$ cat src/rtl/alu_seq_pkg.sv
// Shared definitions for the ALU sequencer slice.
//   op_e      : command opcode encoding carried on cmd_op
//   state_e   : sequencer FSM states (also driven onto dbg_state)
//   OPW       : operand width
//   RSPW      : response data width
//   MUL_STEPS : number of shift-add iterations for a multiply
package alu_seq_pkg;

  localparam int OPW       = 4;
  localparam int RSPW      = 8;
  localparam int MUL_STEPS = 4;

  typedef enum logic [1:0] {
    OP_ADD = 2'b00,
    OP_SUB = 2'b01,
    OP_XOR = 2'b10,
    OP_MUL = 2'b11
  } op_e;

  typedef enum logic [1:0] {
    ST_IDLE = 2'd0,
    ST_EXEC = 2'd1,
    ST_MUL  = 2'd2,
    ST_RESP = 2'd3
  } state_e;

endpackage

$ cat src/rtl/alu4_core.sv
// Combinational 4-bit ALU datapath shared by every sequencer operation.
//   a, b    : operands
//   sub     : 1 -> y = a + ~b + 1 (cout is the inverted borrow)
//   sel_xor : 1 -> y = a ^ b, cout = 0 (takes priority over sub)
//   y, cout : 4-bit result and carry out
module alu4_core
  import alu_seq_pkg::*;
(
  input  logic [OPW-1:0] a,
  input  logic [OPW-1:0] b,
  input  logic           sub,
  input  logic           sel_xor,
  output logic [OPW-1:0] y,
  output logic           cout
);

  logic [OPW-1:0] b_eff;
  logic [OPW:0]   sum;

  always_comb begin
    b_eff = sub ? ~b : b;
    sum   = {1'b0, a} + {1'b0, b_eff} + {{OPW{1'b0}}, sub};
    if (sel_xor) begin
      y    = a ^ b;
      cout = 1'b0;
    end else begin
      y    = sum[OPW-1:0];
      cout = sum[OPW];
    end
  end

endmodule

$ cat src/rtl/alu_sequencer.sv
// Command/response sequencer around a single alu4_core instance.
// ADD/SUB/XOR take one EXEC cycle; MUL runs a 4-step shift-add on the core.
//
// Handshake: a transfer happens on a rising edge where valid and ready are
// both 1. cmd_ready is high only in IDLE. rsp_valid is high only in RESP and
// once raised holds rsp_data/rsp_err stable until the edge with rsp_ready=1.
//
// Ports:
//   clk, rst_n             : clock, asynchronous active-low reset
//   cmd_valid/cmd_ready    : command handshake
//   cmd_op, cmd_a, cmd_b   : opcode (op_e) and unsigned 4-bit operands
//   rsp_valid/rsp_ready    : response handshake
//   rsp_data, rsp_err      : 8-bit result, unsupported-op flag
//   busy                   : high whenever the FSM is not in IDLE
//   dbg_state              : current FSM state (state_e encoding)
module alu_sequencer
  import alu_seq_pkg::*;
#(
  parameter int ENABLE_MUL = 1
) (
  input  logic            clk,
  input  logic            rst_n,
  input  logic            cmd_valid,
  output logic            cmd_ready,
  input  logic [1:0]      cmd_op,
  input  logic [OPW-1:0]  cmd_a,
  input  logic [OPW-1:0]  cmd_b,
  output logic            rsp_valid,
  input  logic            rsp_ready,
  output logic [RSPW-1:0] rsp_data,
  output logic            rsp_err,
  output logic            busy,
  output logic [1:0]      dbg_state
);

  localparam logic [1:0] LAST_STEP = 2'(MUL_STEPS - 1);
  localparam logic       MUL_ON    = (ENABLE_MUL != 0);

  state_e          state_q, state_d;
  op_e             op_q, op_d;
  logic [OPW-1:0]  a_q, a_d;
  logic [OPW-1:0]  b_q, b_d;
  logic [OPW-1:0]  p_hi_q, p_hi_d;
  logic [OPW-1:0]  p_lo_q, p_lo_d;
  logic [1:0]      step_q, step_d;
  logic [RSPW-1:0] rsp_data_q, rsp_data_d;
  logic            rsp_err_q, rsp_err_d;
  logic            rsp_valid_q, rsp_valid_d;

  logic [OPW-1:0]  core_a, core_b, core_y;
  logic            core_sub, core_xor, core_cout;

  // Partial-product high half and carry after the conditional add of a step
  logic [OPW-1:0]  mul_hi;
  logic            mul_c;

  alu4_core u_core (
    .a       (core_a),
    .b       (core_b),
    .sub     (core_sub),
    .sel_xor (core_xor),
    .y       (core_y),
    .cout    (core_cout)
  );

  always_comb begin
    state_d     = state_q;
    op_d        = op_q;
    a_d         = a_q;
    b_d         = b_q;
    p_hi_d      = p_hi_q;
    p_lo_d      = p_lo_q;
    step_d      = step_q;
    rsp_data_d  = rsp_data_q;
    rsp_err_d   = rsp_err_q;
    rsp_valid_d = rsp_valid_q;
    core_a      = a_q;
    core_b      = b_q;
    core_sub    = 1'b0;
    core_xor    = 1'b0;
    mul_hi      = p_hi_q;
    mul_c       = 1'b0;

    case (state_q)
      ST_IDLE: begin
        if (cmd_valid) begin
          a_d    = cmd_a;
          b_d    = cmd_b;
          op_d   = op_e'(cmd_op);
          p_hi_d = '0;
          p_lo_d = cmd_b;
          step_d = '0;
          if (op_e'(cmd_op) == OP_MUL && MUL_ON) state_d = ST_MUL;
          else                                   state_d = ST_EXEC;
        end
      end

      ST_EXEC: begin
        core_sub  = (op_q == OP_SUB);
        core_xor  = (op_q == OP_XOR);
        rsp_err_d = 1'b0;
        state_d   = ST_RESP;
        case (op_q)
          OP_ADD:  rsp_data_d = {3'b000, core_cout, core_y};
          // Core computes a + ~b + 1, so no carry out means a borrow.
          OP_SUB:  rsp_data_d = {3'b000, ~core_cout, core_y};
          OP_XOR:  rsp_data_d = {4'b0000, core_y};
          // Only reached for MUL when the multiplier is disabled.
          default: begin
            rsp_data_d = '0;
            rsp_err_d  = 1'b1;
          end
        endcase
      end

      ST_MUL: begin
        core_b = p_hi_q;
        if (p_lo_q[0]) begin
          mul_c  = core_cout;
          mul_hi = core_y;
        end
        // Shift {C, P_hi, P_lo} right by one.
        p_hi_d = {mul_c, mul_hi[OPW-1:1]};
        p_lo_d = {mul_hi[0], p_lo_q[OPW-1:1]};
        step_d = step_q + 2'd1;
        if (step_q == LAST_STEP) begin
          state_d    = ST_RESP;
          rsp_data_d = {p_hi_d, p_lo_d};
          rsp_err_d  = 1'b0;
        end
      end

      ST_RESP: begin
        // First RESP cycle raises rsp_valid; a consumer can only complete the
        // handshake once rsp_valid is visible, so rsp_ready before that is
        // ignored.
        if (!rsp_valid_q) begin
          rsp_valid_d = 1'b1;
        end else if (rsp_ready) begin
          rsp_valid_d = 1'b0;
          state_d     = ST_IDLE;
        end
      end

      default: state_d = ST_IDLE;
    endcase
  end

  always_ff @(posedge clk or negedge rst_n) begin
    if (!rst_n) begin
      state_q     <= ST_IDLE;
      op_q        <= OP_ADD;
      a_q         <= '0;
      b_q         <= '0;
      p_hi_q      <= '0;
      p_lo_q      <= '0;
      step_q      <= '0;
      rsp_data_q  <= '0;
      rsp_err_q   <= 1'b0;
      rsp_valid_q <= 1'b0;
    end else begin
      state_q     <= state_d;
      op_q        <= op_d;
      a_q         <= a_d;
      b_q         <= b_d;
      p_hi_q      <= p_hi_d;
      p_lo_q      <= p_lo_d;
      step_q      <= step_d;
      rsp_data_q  <= rsp_data_d;
      rsp_err_q   <= rsp_err_d;
      rsp_valid_q <= rsp_valid_d;
    end
  end

  assign cmd_ready = (state_q == ST_IDLE);
  assign busy      = (state_q != ST_IDLE);
  assign rsp_valid = rsp_valid_q;
  assign rsp_data  = rsp_data_q;
  assign rsp_err   = rsp_err_q;
  assign dbg_state = state_q;

endmodule

$ cat config.mk
export PLATFORM = sky130hd
export DESIGN_NAME = alu_sequencer
export DESIGN_NICKNAME = d
export VERILOG_FILES = /design/src/rtl/alu_seq_pkg.sv /design/src/rtl/alu4_core.sv /design/src/rtl/alu_sequencer.sv
export SDC_FILE = /design/constraint.sdc
export NUM_CORES = 1
export LEC_CHECK = 0
export BUFFER_PORTS_ARGS = -buffer_cell sky130_fd_sc_hd__buf_2
export CORE_MARGIN = 3
export CORE_UTILIZATION = 45
export CTS_BUF_LIST = sky130_fd_sc_hd__clkbuf_8
export DETAILED_ROUTE_END_ITERATION = 16
export GPL_TIMING_DRIVEN = 0
export PLACE_DENSITY = 0.66
export SLEW_MARGIN = 20
export SYNTH_ARGS = -nofsm -noshare
export SYNTH_HDL_FRONTEND = slang
export SYNTH_SLANG_ARGS = --single-unit
$ cat constraint.sdc
create_clock -name clk -period 3.8 [get_ports clk]
set_input_delay 0.19 -clock clk [delete_from_list [all_inputs] [get_ports clk]]
set_output_delay 0.19 -clock clk [all_outputs]
set_load 0.02 [all_outputs]
* Yosys cells after proc, flatten, opt, wreduce, memory -nomap -nowiden
Cells that the tools add are included.
** Storage, ports and cells
- Register bits :: 32
- Input port bits :: 14
- Output and inout bits :: 14
- Logic and storage cells :: 65
** Operators by class
- Add/sub/neg operators :: 3
- Equality and inequality tests :: 11
- Mux-type cells :: 28
- Bitwise operators :: 3
- Reduce and logical (&&, ||, !) cells :: 10
** Operators by type and width (number)
- $mux 4 :: 6
- $pmux 4 s2 :: 2
- $pmux 8 s2 :: 1
- $pmux 5 s3 :: 1
- $mux 2 :: 6
- $eq 2x2->1 const B :: 5
- $mux 1 :: 8
- $mux 8 :: 1
- $ne 2x2->1 const B :: 4
- $pmux 2 s4 :: 1
- $reduce_and 2->1 :: 3
- $reduce_bool 2->1 :: 3
- $add 4x4->5 :: 1
- $add 5x1->5 :: 1
- $eq 2x1->1 const B :: 2
- $logic_not 2->1 :: 2
- $not 4->4 :: 1
- $pmux 2 s2 :: 1
- $reduce_and 4->1 :: 1
- $xor 4x4->4 :: 1
- $reduce_or 3->1 :: 1
- $add 2x1->2 const B :: 1
- $pmux 1 s2 :: 1
- $not 1->1 :: 1

* Logic depth before layout (Yosys ltp)
- Word-level depth :: 10
- Gate-level depth with buffers :: 11
- Gate-level depth less buffers :: 10

* Hierarchy
Synthesis repeated with hierarchy kept, for this count alone.
** Unflattened totals
- Cell total of the unflattened synthesis :: 173
- Area, all modules :: 1859.3 um^2
** By module, submodules not included
- alu_sequencer :: instances 1, cells each 141, area an instance 1611.5 um^2, sequential area each 800.8 um^2
- alu4_core :: instances 1, cells each 32, area an instance 247.7 um^2, sequential area each 0.0 um^2

* Worst setup path before layout
Ideal clock, no wire load.
- Kind :: register to register
- From :: register state_q[0], in the netlist dbg_state[0]
- To :: register rsp_data_q[4], in the netlist rsp_data[4]
- Setup time :: 0.082 ns
- Arrival time :: 2.591 ns
- Required time :: 3.718 ns
- Path slack :: 1.127 ns
- Cell stages (with the launch flop) :: 12
- Buffers on the path :: 1
- Clock period less this slack :: 2.673 ns
- Cells stage by stage :: dfrtp_1 -> inv_1 -> ha_1 -> buf_6 -> mux2i_1 -> xor2_1 -> fa_1 -> a21o_1 -> a21oi_1 -> xor2_1 -> or3_1 -> a31oi_1
** Between the ends
- Longest elaborated chain between the ends :: 10
- Elaborated cells between the ends (all ways) :: 20
- Classes of those cells :: add/sub (2); eq/ne (3); mux (10); bitwise (3); reduce/logical (2)
** RTL lines
- start: declaration :: line alu_sequencer.sv:39 : state_e state_q, state_d;
- start signal: assignment :: line alu_sequencer.sv:162 : state_q <= state_d;
- $eq 2x2->1 :: line alu_sequencer.sv:84 : case (state_q)
- $mux 4 :: line alu_sequencer.sv:84
- $not 4->4 :: line alu4_core.sv:21 : b_eff = sub ? ~b : b;
- $mux 4 :: line alu4_core.sv:21
- $add 4x4->5 :: line alu4_core.sv:22 : sum = {1'b0, a} + {1'b0, b_eff} + {{OPW{1'b0}}, sub};
- $add 5x1->5 :: line alu4_core.sv:22
- $mux 1 or $mux 4 (tied branches) :: line alu4_core.sv:23 : if (sel_xor) begin
- $not 1->1 or $mux 4 (tied branches) :: line alu_sequencer.sv:106, alu_sequencer.sv:118
- $pmux 5 s3 or $mux 8 (tied branches) :: line alu_sequencer.sv:103, alu_sequencer.sv:126
- $pmux 8 s2 :: line alu_sequencer.sv:84
- end signal: assignment :: line alu_sequencer.sv:169 : rsp_data_q <= rsp_data_d;
- end: declaration :: line alu_sequencer.sv:46 : logic [RSPW-1:0] rsp_data_q, rsp_data_d;
Several ways; a longest one is shown, not always the timed one. The select of a mux whose other input is x is not followed.
A chain may end at the register's enable or synchronous reset.

* Worst setup path after layout
Ends and elaborated chain as after synthesis.

==> impl_results.md <==
* Wire per inst at between 10 and 15 um
* Mean post-synth cell area at between 9 and 10 um2
* N_diodes at 0
* Final min period at about 2900 ps
* CTS resizes at 0
* Residual DRC at 0
* Row cnt at 22
* Vias in the first global route at ~1,400
* RePlAce Congestion at ~0.81
* Critical path's largest stage delay at roughly 430 ps
* Reg2reg setup slack at roughly 940 ps
* Largest net degree at the start of global routing at 33
* Setup TNS at 0 ps
* Fmax at ~0.35 GHz
* Post-Synthesis Cells at 178
* Cell Area, Synth at 0.001775 mm2
* Drt pass-1 iters at 4
* Worst reg2reg endpoint: rsp_data[4]$_DFFE_PN0P_
* Slew Limit Headroom at 0.5280
* Seq/Total Area, Yosys at 0.4510
* Status: complete, no violations
* Startpoint types: register
* Leak at 0.9809 nW
* Unique masters post-synth at 34
* # Max-Cap Violations at 0
* Max IR drop VDD at 462.0 uV
* Worst-Margin Slew at approximately 700 ps
* Hold depth at 2
* Vias per inst at about 5.4
* Die span in x at slightly below 70 um
* Critical Path AT at 3060 ps
* Pwr dens at 1027 mW/mm2
* First-pass GRT wire length at 6534 um
* Tot GR Track Use at 0.1878
* Dpl hpwl at between 3000 and 4000 um
* Die Height at roughly 69 um
* Most common cell after layout, fill and taps aside: dfrtp_1
* Most frequent cells in the layout: dfrtp_1 (32), buf_2 (29), o21ai_0 (22), nand2_1 (22), mux2_2 (11)
* Final wirelength at 3913 um
* WS Path Type: register to register
* Worst-path fanout max at 10
* CTS Sinks at 32
* RSZ-0062 raised after global routing: no
* # port buffers at 27
* Core area at 0.003744 mm2
* Number of synthesized register bits at 32
* Syn Nets at 201
* Area Growth Syn to Fin at 16.77%
* Data required, critical path at between 4000 and 5000 ps
* CP Buf/Inv Count at 2
* Worst Hold Slack at roughly 140 ps
* Final nets at roughly 240
* Clock-pin slew on the worst setup and hold paths at ~70 ps
* CP delay by family, top: compound AO/OA/AOI/OAI gates
* Hold Crit Start: cmd_a[2]
* Global route overflow at 0
* Worst setup EP type: register
* Effective utilization at floorplan at 0.4743
* Worst hold path type: input pin to register
* CP max-delay cell: fa_1
* Hold Fails Final Rpt at 0
* Share of layout cells above drive strength 1 at 0.2336
* Root Driver: clkbuf_8
* Tcrit/Tclk final at 0.7515
* Most frequent CP cell: mux2i_1
* Antenna Nets Post-Route at 0
* Ports at 28
* Max clock buf depth at 2
* Final setup fails at 0
* Ys Warns at 0
* Cells on worst reg2reg path at 11
* CTS buffer count at 5
* Number of synthesized flops with an enable pin at 0
* Final Skew at approximately 6.5 ps
* Die Area at approximately 0.0047 mm2
* Antenna violations before repair at 0
* Routed vias at 1,411
* Hold Path End: a_q[2]$_DFFE_PN0P_
* Synth Flop Type: dfrtp_1
* Async SR Flop Fraction at 1.000
* H-tree Lvls at 2
* Clock network latency to the later pin of the worst-skew pair at 280 ps
* Worst flop-to-flop path startpoint: dbg_state[0]$_DFFE_PN0P_
* CTS tree: built
* Initial DRC count at 74
* Fin. max-slew vios at 0
* Critical-path cell list: inv_1, ha_1, buf_6, mux2i_1, mux2i_1, fa_1, a21o_1, a21oi_1, xor2_1, or3_1, a31oi_1
* Post-CTS Setup Bufs at 0
==> synthesized netlist by cell type (3+ instances only) <==
cell      instances  area share
nor2_1            9       0.019
a221oi_1          3       0.015
xor2_1            8       0.039
and3_1            3       0.011
nand2_1          22       0.047
mux2_2           11       0.070
nand3_1           3      0.0085
inv_1             7       0.015
dfrtp_1          32        0.45
ha_1              8       0.056
mux2i_1           9       0.051
a21oi_1          10       0.028
o21ai_0          22       0.062
clkbuf_1          4      0.0085
==> flip-flops by register name, indices dropped and copies added, names as in the netlist <==
| name | flops |
|---|---|
| a_q | 4 |
| b_q | 4 |
| dbg_state | 2 |
| op_q | 2 |
| p_hi_q | 4 |
| p_lo_q | 4 |
| rsp_data | 8 |
| rsp_err | 1 |
| rsp_valid | 1 |
| step_q | 2 |
==> area by class of cell <==
type | count | area (um2)
plain buffers | 7 | 36.28
inverters | 7 | 26.28
repair buffers | 28 | 145.1
flip-flops and latches | 32 | 800.8
well taps | 48 | 60.06
fillers | 375 | 1670
clock buffers | 6 | 82.58
clock inverters | 2 | 10.01
multi-input cells | 132 | 912.1
==> logic make-up (layout without fill, tap and decap cells) <==
family,Yosys count,after routing,share of synthesized area
adder cells (fa/ha/maj),9,9,0.06766
flip-flops,32,32,0.4510
XOR/XNOR,10,10,0.04933
AO/OA/AOI/OAI,48,48,0.1572
buffers and inverters,14,50,0.03524
AND/OR/NAND/NOR,45,45,0.1191
multiplexers,20,20,0.1205
==> per-stage QoR <==
stage	utilization	setup slack, ps	power, mW	cells	area (um2)
3_3_place_gp	0.5264	1006	1.807	253	1971
5_1_grt	0.5538	685.1	2.340	262	2073
4_1_cts	0.5538	921.5	2.137	262	2073
2_1_floorplan	-	1127	1.539	178	1775
3_5_place_dp	0.5264	934.4	1.866	253	1971
6_report	0.5538	944.3	2.130	262	2073
==> metal layers <==
metal | GRT usage | wire length, um | vias to the layer above
met5 | 0 | 0 | -
met1 | 0.2531 | 1821 | 682
met3 | 0.05673 | 134 | 7
li1 | - | - | 694
met2 | 0.2896 | 1905 | 28
met4 | 0.05839 | 52 | 0
==> report_power, final <==
| part | switching, mW | total [mW] | internal, mW |
|---|---|---|---|
| clock network | 0.122 | 0.266 | 0.144 |
| registers | 0.141 | 0.641 | 0.500 |
| logic | 0.723 | 1.22 | 0.500 |
| total | 0.985 | 2.13 | 1.14 |
==> how the worst max path moves through the flow <==
stage	slack (ps)	to	startpoint	cells past startpoint
2_1_floorplan	1130	rsp_data[4]$_DFFE_PN0P_	dbg_state[0]$_DFFE_PN0P_	11
3_3_place_gp	1010	rsp_data[4]$_DFFE_PN0P_	dbg_state[0]$_DFFE_PN0P_	11
3_5_place_dp	930	rsp_data[4]$_DFFE_PN0P_	dbg_state[0]$_DFFE_PN0P_	11
4_1_cts	920	rsp_data[4]$_DFFE_PN0P_	dbg_state[0]$_DFFE_PN0P_	11
5_1_grt	690	rsp_data[4]$_DFFE_PN0P_	dbg_state[0]$_DFFE_PN0P_	11
6_report	940	rsp_data[4]$_DFFE_PN0P_	dbg_state[0]$_DFFE_PN0P_	11
==> what timing repair did <==
action	in CTS	in global routing
hold endpoints to repair	32	0
hold buffers	1	0
setup endpoints to repair	0	0
(Power assumes the default switching activity.)
